## src/rtl/stack_host_driver.sv

```systemverilog
// Host-side sequencer for the external stack chip: request/response channels
// in front, push/pop strobes, shared data bus and done handshake behind.
module stack_host_driver #(
    parameter int DATA_W  = 8,
    parameter int DEPTH   = 32,
    parameter int GAP     = 2,
    parameter int TIMEOUT = 255,
    localparam int DPW    = $clog2(DEPTH + 1)
) (
    input  logic              clk,
    input  logic              rst,
    input  logic              req_valid,
    output logic              req_ready,
    input  logic              req_op,
    input  logic [DATA_W-1:0] req_data,
    output logic              rsp_valid,
    input  logic              rsp_ready,
    output logic [DATA_W-1:0] rsp_data,
    output logic [1:0]        rsp_err,
    output logic              stk_push,
    output logic              stk_pop,
    output logic [DATA_W-1:0] stk_data_out,
    output logic              stk_data_oe,
    input  logic [DATA_W-1:0] stk_data_in,
    input  logic              stk_done,
    output logic [DPW-1:0]    depth,
    output logic              full,
    output logic              empty
);

    localparam int CMAX = (TIMEOUT > GAP) ? TIMEOUT : GAP;
    localparam int CW   = $clog2(CMAX + 1);

    localparam logic [1:0] ERR_OK    = 2'b00;
    localparam logic [1:0] ERR_OVER  = 2'b01;
    localparam logic [1:0] ERR_UNDER = 2'b10;
    localparam logic [1:0] ERR_TMO   = 2'b11;

    typedef enum logic [2:0] {
        S_IDLE,
        S_SETUP,
        S_STROBE,
        S_GAP_WAIT,
        S_WAIT_DONE,
        S_CAPTURE,
        S_RESP
    } state_e;

    state_e            state_q, state_d;
    logic              op_q, op_d;
    logic [DATA_W-1:0] data_q, data_d;
    logic [CW-1:0]     cnt_q, cnt_d;
    logic [DPW-1:0]    depth_q, depth_d;
    logic [DATA_W-1:0] rsp_data_q, rsp_data_d;
    logic [1:0]        rsp_err_q, rsp_err_d;
    logic              oe;

    always_ff @(posedge clk) begin
        if (rst) begin
            state_q    <= S_IDLE;
            op_q       <= 1'b0;
            data_q     <= '0;
            cnt_q      <= '0;
            depth_q    <= '0;
            rsp_data_q <= '0;
            rsp_err_q  <= ERR_OK;
        end else begin
            state_q    <= state_d;
            op_q       <= op_d;
            data_q     <= data_d;
            cnt_q      <= cnt_d;
            depth_q    <= depth_d;
            rsp_data_q <= rsp_data_d;
            rsp_err_q  <= rsp_err_d;
        end
    end

    always_comb begin
        state_d    = state_q;
        op_d       = op_q;
        data_d     = data_q;
        cnt_d      = cnt_q;
        depth_d    = depth_q;
        rsp_data_d = rsp_data_q;
        rsp_err_d  = rsp_err_q;
        oe         = 1'b0;
        stk_push   = 1'b0;
        stk_pop    = 1'b0;
        rsp_valid  = 1'b0;
        unique case (state_q)
            S_IDLE: begin
                if (req_valid) begin
                    op_d       = req_op;
                    data_d     = req_data;
                    rsp_data_d = '0;
                    cnt_d      = '0;
                    // Capacity violations are answered locally, no bus cycle.
                    if (!req_op && depth_q == DPW'(DEPTH)) begin
                        rsp_err_d = ERR_OVER;
                        state_d   = S_RESP;
                    end else if (req_op && depth_q == '0) begin
                        rsp_err_d = ERR_UNDER;
                        state_d   = S_RESP;
                    end else begin
                        state_d = S_SETUP;
                    end
                end
            end
            S_SETUP: begin
                oe      = !op_q;
                state_d = S_STROBE;
            end
            S_STROBE: begin
                oe       = !op_q;
                stk_push = !op_q;
                stk_pop  = op_q;
                cnt_d    = '0;
                state_d  = S_GAP_WAIT;
            end
            S_GAP_WAIT: begin
                oe = !op_q;
                if (cnt_q == CW'(GAP - 1)) begin
                    cnt_d   = '0;
                    state_d = S_WAIT_DONE;
                end else begin
                    cnt_d = cnt_q + CW'(1);
                end
            end
            S_WAIT_DONE: begin
                oe = !op_q;
                if (stk_done) begin
                    if (op_q) begin
                        state_d = S_CAPTURE;
                    end else begin
                        rsp_err_d = ERR_OK;
                        depth_d   = depth_q + DPW'(1);
                        state_d   = S_RESP;
                    end
                end else if (cnt_q == CW'(TIMEOUT - 1)) begin
                    rsp_err_d = ERR_TMO;
                    state_d   = S_RESP;
                end else begin
                    cnt_d = cnt_q + CW'(1);
                end
            end
            S_CAPTURE: begin
                rsp_data_d = stk_data_in;
                rsp_err_d  = ERR_OK;
                depth_d    = depth_q - DPW'(1);
                state_d    = S_RESP;
            end
            S_RESP: begin
                rsp_valid = 1'b1;
                if (rsp_ready) begin
                    state_d = S_IDLE;
                end
            end
            default: state_d = S_IDLE;
        endcase
    end

    assign req_ready    = (state_q == S_IDLE) && !rst;
    assign stk_data_oe  = oe;
    assign stk_data_out = oe ? data_q : '0;
    assign rsp_data     = rsp_data_q;
    assign rsp_err      = rsp_err_q;
    assign depth        = depth_q;
    assign full         = (depth_q == DPW'(DEPTH));
    assign empty        = (depth_q == '0);

endmodule

```

## config.mk

```make
export PLATFORM = sky130hd
export DESIGN_NAME = stack_host_driver
export DESIGN_NICKNAME = d
export VERILOG_FILES = /design/src/rtl/stack_host_driver.sv
export SDC_FILE = /design/constraint.sdc
export NUM_CORES = 1
export LEC_CHECK = 0
export BUFFER_PORTS_ARGS = -buffer_cell sky130_fd_sc_hd__buf_2
export CAP_MARGIN = 5
export CORE_UTILIZATION = 49
export CTS_BUF_LIST = sky130_fd_sc_hd__clkbuf_4 sky130_fd_sc_hd__clkbuf_8
export CTS_CLUSTER_DIAMETER = 120
export DETAILED_ROUTE_END_ITERATION = 16
export PLACE_DENSITY = 0.75
export SYNTH_ARGS = -nofsm -noshare
export SYNTH_HDL_FRONTEND = slang
export SYNTH_SLANG_ARGS = --single-unit
```

## constraint.sdc

```tcl
create_clock -name clk -period 2.7 [get_ports clk]
set_input_delay 0.27 -clock clk [delete_from_list [all_inputs] [get_ports clk]]
set_output_delay 0.27 -clock clk [all_outputs]
set_load 0.05 [all_outputs]
```

# Word-level counts from Yosys, hierarchy flattened
# Cells that the tools add are included.
[op_classes]
addsub = 3
eq_ne = 19
mux = 30
reduce_logical = 19
[op_table]
columns = ["op", "count"]
rows = [
  ["2-to-1 mux 8 bit", 5],
  ["one-hot mux 8 bit (4 select lines)", 1],
  ["2-to-1 mux 3 bit", 7],
  ["one-hot mux 3 bit (7 select lines)", 1],
  ["one-hot mux 8 bit (2 select lines)", 1],
  ["2-to-1 mux 2 bit", 7],
  ["inequality test 2 bit (second input constant)", 7],
  ["2-to-1 mux 6 bit", 2],
  ["one-hot mux 6 bit (2 select lines)", 1],
  ["equality test 3 bit (second input constant)", 3],
  ["inequality test 3 bit (second input constant)", 3],
  ["adder 8 x 1 -> 8 bit (second input constant)", 1],
  ["equality test 8 x 1 -> 1 bit (second input constant)", 1],
  ["equality test 8 bit (second input constant)", 1],
  ["AND reduction 4 bit", 2],
  ["adder 6 x 1 -> 6 bit (second input constant)", 1],
  ["equality test 3 x 2 -> 1 bit (second input constant)", 2],
  ["equality test 6 bit (second input constant)", 1],
  ["zero test 6 bit", 1],
  ["one-hot mux 2 bit (3 select lines)", 1],
  ["subtractor 6 x 1 -> 6 bit (second input constant)", 1],
  ["AND reduction 5 bit", 1],
  ["2-to-1 mux 1 bit", 4],
  ["AND reduction 2 bit", 2],
  ["other kinds (9)", 14],
]
[totals]
regBits = 36
output_inout_bits = 31

# Longest topological paths before layout
[depth]
depth_word = 6
depth_mapped = 10
mapped_depth_nobuf = 8

# Worst setup path after synthesis
# Ideal clock, no wire load.
[synth_timing]
kind = "register to output"
start = "register state_q[2]"
end = "output stk_data_out[0]"
arrival_ps = 2851
required_ps = 2430
path_slack_ps = -421
stages_incl_launch_ff = 6
path_buffers = 2
path_cell_list = "dfxtp_1 -> clkbuf_1 -> clkbuf_1 -> nor3_1 -> nor3_1 -> and2_1"
[synth_between]
elab_chain_len = 4
word_cells_on_any_way = 7
[synth_rtl]
columns = ["element", "line_no", "text"]
rows = [
  ["from (decl)", "49", "state_e state_q, state_d;"],
  ["from (signal assigned)", "68", "state_q <= state_d;"],
  ["equality test 3 bit, or another cell as far along", "90", "unique case (state_q)"],
  ["OR reduction 4 bit (no source line) *", "--", ""],
  ["2-to-1 mux 1 bit *", "--", ""],
  ["via stk_data_oe", "23", "output logic stk_data_oe,"],
  ["2-to-1 mux 8 bit *", "164", "assign stk_data_out = oe ? data_q : '0;"],
  ["to (decl)", "22", "output logic [DATA_W-1:0] stk_data_out,"],
]
# Mark *: on every way through the listed nets, which the timed path passes. The rest lies on a longest branch.

# Worst setup path after layout
[layout_timing]
start = "register state_q[1]"
end = "output stk_data_out[0]"
[layout_between]
elab_chain_len = 4
word_cells_on_any_way = 7
[layout_rtl]
columns = ["element", "line_no"]
rows = [
  ["equality test 3 bit, or another cell as far along", "90"],
  ["OR reduction 4 bit (no source line) *", "--"],
  ["2-to-1 mux 1 bit *", "--"],
  ["2-to-1 mux 8 bit *", "164"],
]
# Mark *: on every way between the ends. The rest lies on a longest branch, timed or not.

==> results by group <==
Worst setup path
  • Reg-to-Reg Start: state_q[0]
  • Slowest CP cell: dfxtp_1
  • CP Capture Point: stk_data_out[0]
  • R2R cell count: 6
  • CP max stage delay: 0.51 ns
  • Terminus of the critical flop-to-flop path: rsp_err[0]
  • CP Launch Point: state_q[1]
  • CP max FO: 15
  • Worst-path cell chain: buf_4 > nor3_1 > nor3_2 > and2_1 > buf_2
  • Startpoint class of the critical path: flip-flop
  • Critical Path AT: 2.04 ns
  • Critical path type: reg2out
  • CP Data Required Time: around 2.4 ns
  • Critical path's top delay family: simple AND/OR/NAND/NOR gates
  • Worst path bufs/invs: 2
  • R2r setup slk: 0.49 ns
  • Crit path depth: 5
  • Endpoint class of the critical path: output pin

Logic synthesis
  • Cells after Synth: 247
  • Syn Std Cell Area: 1940 sq um
  • Primary FF master, synth: dfxtp_1
  • Post-synthesis xor/xnor area fraction: 0.0405
  • Synth Area in Adders: 0.0257
  • Area contributors post-synth: dfxtp_1 (37%), a21oi_1 (8.2%), nand2_1 (6.6%)
  • Post-synth top area cell: dfxtp_1
  • Share of the synthesized area in the top cell type: 0.371
  • Yosys warns: 0
  • Compound-Gate Fraction of Synth Area: 0.188
  • Synth cell count leaders: dfxtp_1 (36), nand2_1 (34), a21oi_1 (32)
  • Post-synthesis area per instance: 7.87 sq um
  • Yosys reg bits: 36
  • Syn Nets: between 200 and 300
  • Seq/Total Area, Yosys: 0.371
  • Asr flop ratio synth: 0
  • Synth Area in Simple Gates: 0.322
  • Multiplexer area fraction after synthesis: 0.0103
  • Yosys cell types: 50
  • Post-synth EDFFs: 0
  • Most common cell in the netlist: dfxtp_1
  • Main combinational cell family by area after synthesis: simple AND/OR/NAND/NOR gates

Detailed routing
  • DRC viols: 0
  • Routed wire length: ~4600 um
  • Initial DRC Count: 64
  • Routed vias/inst: 5.58
  • Initial DRT Pass Iterations: 4
  • Antenna Nets Post-Route: 0
  • Via count: 1919
  • Routed len/inst: ~13 um

GRT
  • First-pass GRT wire length: 7550 um
  • Largest net degree at the start of global routing: 35
  • Vias in the first global route: 1708
  • Initial antenna violation count: 0
  • GRT overflow: 0
  • GRT Total Usage: 0.230

Clock tree
  • Clk Latency, worst-skew pair: 0.30 ns
  • Post-CTS Setup Bufs: 0
  • CTS Sinks: 36
  • Post-CTS Resized: 0
  • CTS Buf Count: 5
  • Clk buf depth: 2
  • CTS tree: built
  • CTS root buf: clkbuf_8
  • H-tree levels: 2
  • Clk pin slew, worst setup/hold paths: about 0.080 ns
  • Post-CTS Hold Buffers: 0

STA
  • Max Fclk: between 400 and 500 MHz
  • Final Hold Fails: 0
  • Worst slew margin: 0.418
  • Final min period: around 2.3 ns
  • Fin crit share: 0.857
  • Unrepaired setup endpoints after global routing: false
  • Skew final: approximately 0.0052 ns
  • Hold slack: 0.207 ns
  • Fin Setup TNS: 0 ns
  • Setup-failing EPs final: 0
  • Final Max Tran Viols: 0
  • Least-Margin Pin Slew: roughly 0.85 ns

Floorplanning
  • Die H: approximately 65 um
  • Initial core utilization: 0.519
  • Die area: roughly 4200 sq um
  • Die W: 65.0 um
  • Core area: ~3700 sq um
  • I/O pins: 53
  • Row Count: 22

Placement
  • # port buffers: 52
  • GP Congestion: about 0.9
  • Detailed placement HPWL: 3240 um

Final layout
  • Syn-to-layout area delta: 20.1%
  • Multi-input gate area: 1140 sq um
  • Final #Nets: between 300 and 400
  • ANT cells: 0
  • FF/Latch Area: slightly above 700 sq um
  • Share of layout cells above drive strength 1: 0.240
  • Final-layout fill cell count: 354

Power and ir drop
  • Power Density: 912 nW/um^2
  • VDD IR max: just over 0.5 mV
  • LEAKAGE: about 0.95 nW

Outcome
  • Status: completed

Hold path
  • Min-Delay Path Class: in2reg
  • Worst Min Path Start: stk_data_in[6]

Run
  • Max cap viols: 0
==> final cells by class <==
class,count,share of cell area
Multi-Input combinational cell,189,0.490
Sequential cell,36,0.309
Timing Repair Buffer,56,0.124
Clock buffer,5,0.0295
Tap cell,48,0.0257
Inverter,7,0.0113
Clock inverter,3,0.0102
==> per-stage QoR <==
stage | area, sq um | worst slack [ns] | cells | total power (W) | utilization
finish | 2330 | 0.385 | 344 | 0.00213 | 0.624
global route | 2330 | 0.234 | 344 | 0.00228 | 0.624
CTS | 2330 | 0.398 | 344 | 0.00214 | 0.624
detailed placement | 2240 | 0.503 | 336 | 0.00174 | 0.599
global placement | 2240 | 0.548 | 336 | 0.00173 | 0.599
floorplan | 1950 | 0.148 | 247 | 0.00150 | -
==> flip-flops by register name (all words and copies together), names as in the netlist <==
signal    cells
depth         6
data_q        8
rsp_data      8
cnt_q         8
rsp_err       2
state_q       3
op_q          1
==> metal layers <==
metal | up-vias | share of wire | GRT usage
met2 | 56 | 0.48 | 0.397
met4 | 0 | 0.0079 | 0.0583
met5 | - | 0 | 0
met3 | 3 | 0.062 | 0.0739
li1 | 972 | - | -
met1 | 888 | 0.45 | 0.272
==> where the power goes <==
group | leakage (nW) | internal (W) | total [W] | switching [W]
Combinational | 0.616 | 0.000311 | 0.00105 | 0.000742
Sequential | 0.292 | 0.000608 | 0.000682 | 0.0000741
Clock | 0.0404 | 0.000183 | 0.000393 | 0.000211
Total | 0.949 | 0.00110 | 0.00213 | 0.00103
==> placed cells by master (no fill, tap or decap), types with 2 or more instances in the layout <==
cell / instances
ha_1: 4
nor2_1: 16
nor2b_1: 2
nor3_1: 7
dfxtp_1: 36
nand2_1: 34
and2_1: 9
nand2b_1: 4
xor2_1: 5
and3_1: 2
nor4b_1: 2
or3_1: 4
nand4_1: 4
or4_1: 2
inv_1: 7
clkbuf_8: 5
o31ai_1: 3
nand3_1: 13
nand3b_1: 6
mux2i_1: 2
xnor2_1: 4
a21oi_1: 32
buf_4: 4
buf_2: 52
o21ai_0: 8
clkinvlp_4: 2
==> how the worst min path moves through the flow <==
stage	endpoint	cells after the start
floorplan	data_q[0]	2
global placement	data_q[4]	2
detailed placement	data_q[4]	2
CTS	rsp_data[4]	3
global route	rsp_data[4]	3
finish	rsp_data[6]	3
==> cell families after synthesis <==
| kind of cell | count (synthesis) |
|---|---|
| AND/OR/NAND/NOR | 116 |
| AO/OA/AOI/OAI | 58 |
| flip-flops | 36 |
| buffers and inverters | 22 |
| XOR/XNOR | 9 |
| adder cells (fa/ha/maj) | 4 |
| multiplexers | 2 |
==> worst register-to-register path, cell delays in order (launching register included) <==
cell       delay (ns)
dfxtp_1          0.40
buf_4            0.20
nor2_1           0.21
nand4b_1         0.16
a2111oi_0        0.76
o311a_1          0.29
nor3_1           0.05
No activity file was read; power rests on OpenSTA's default activity.
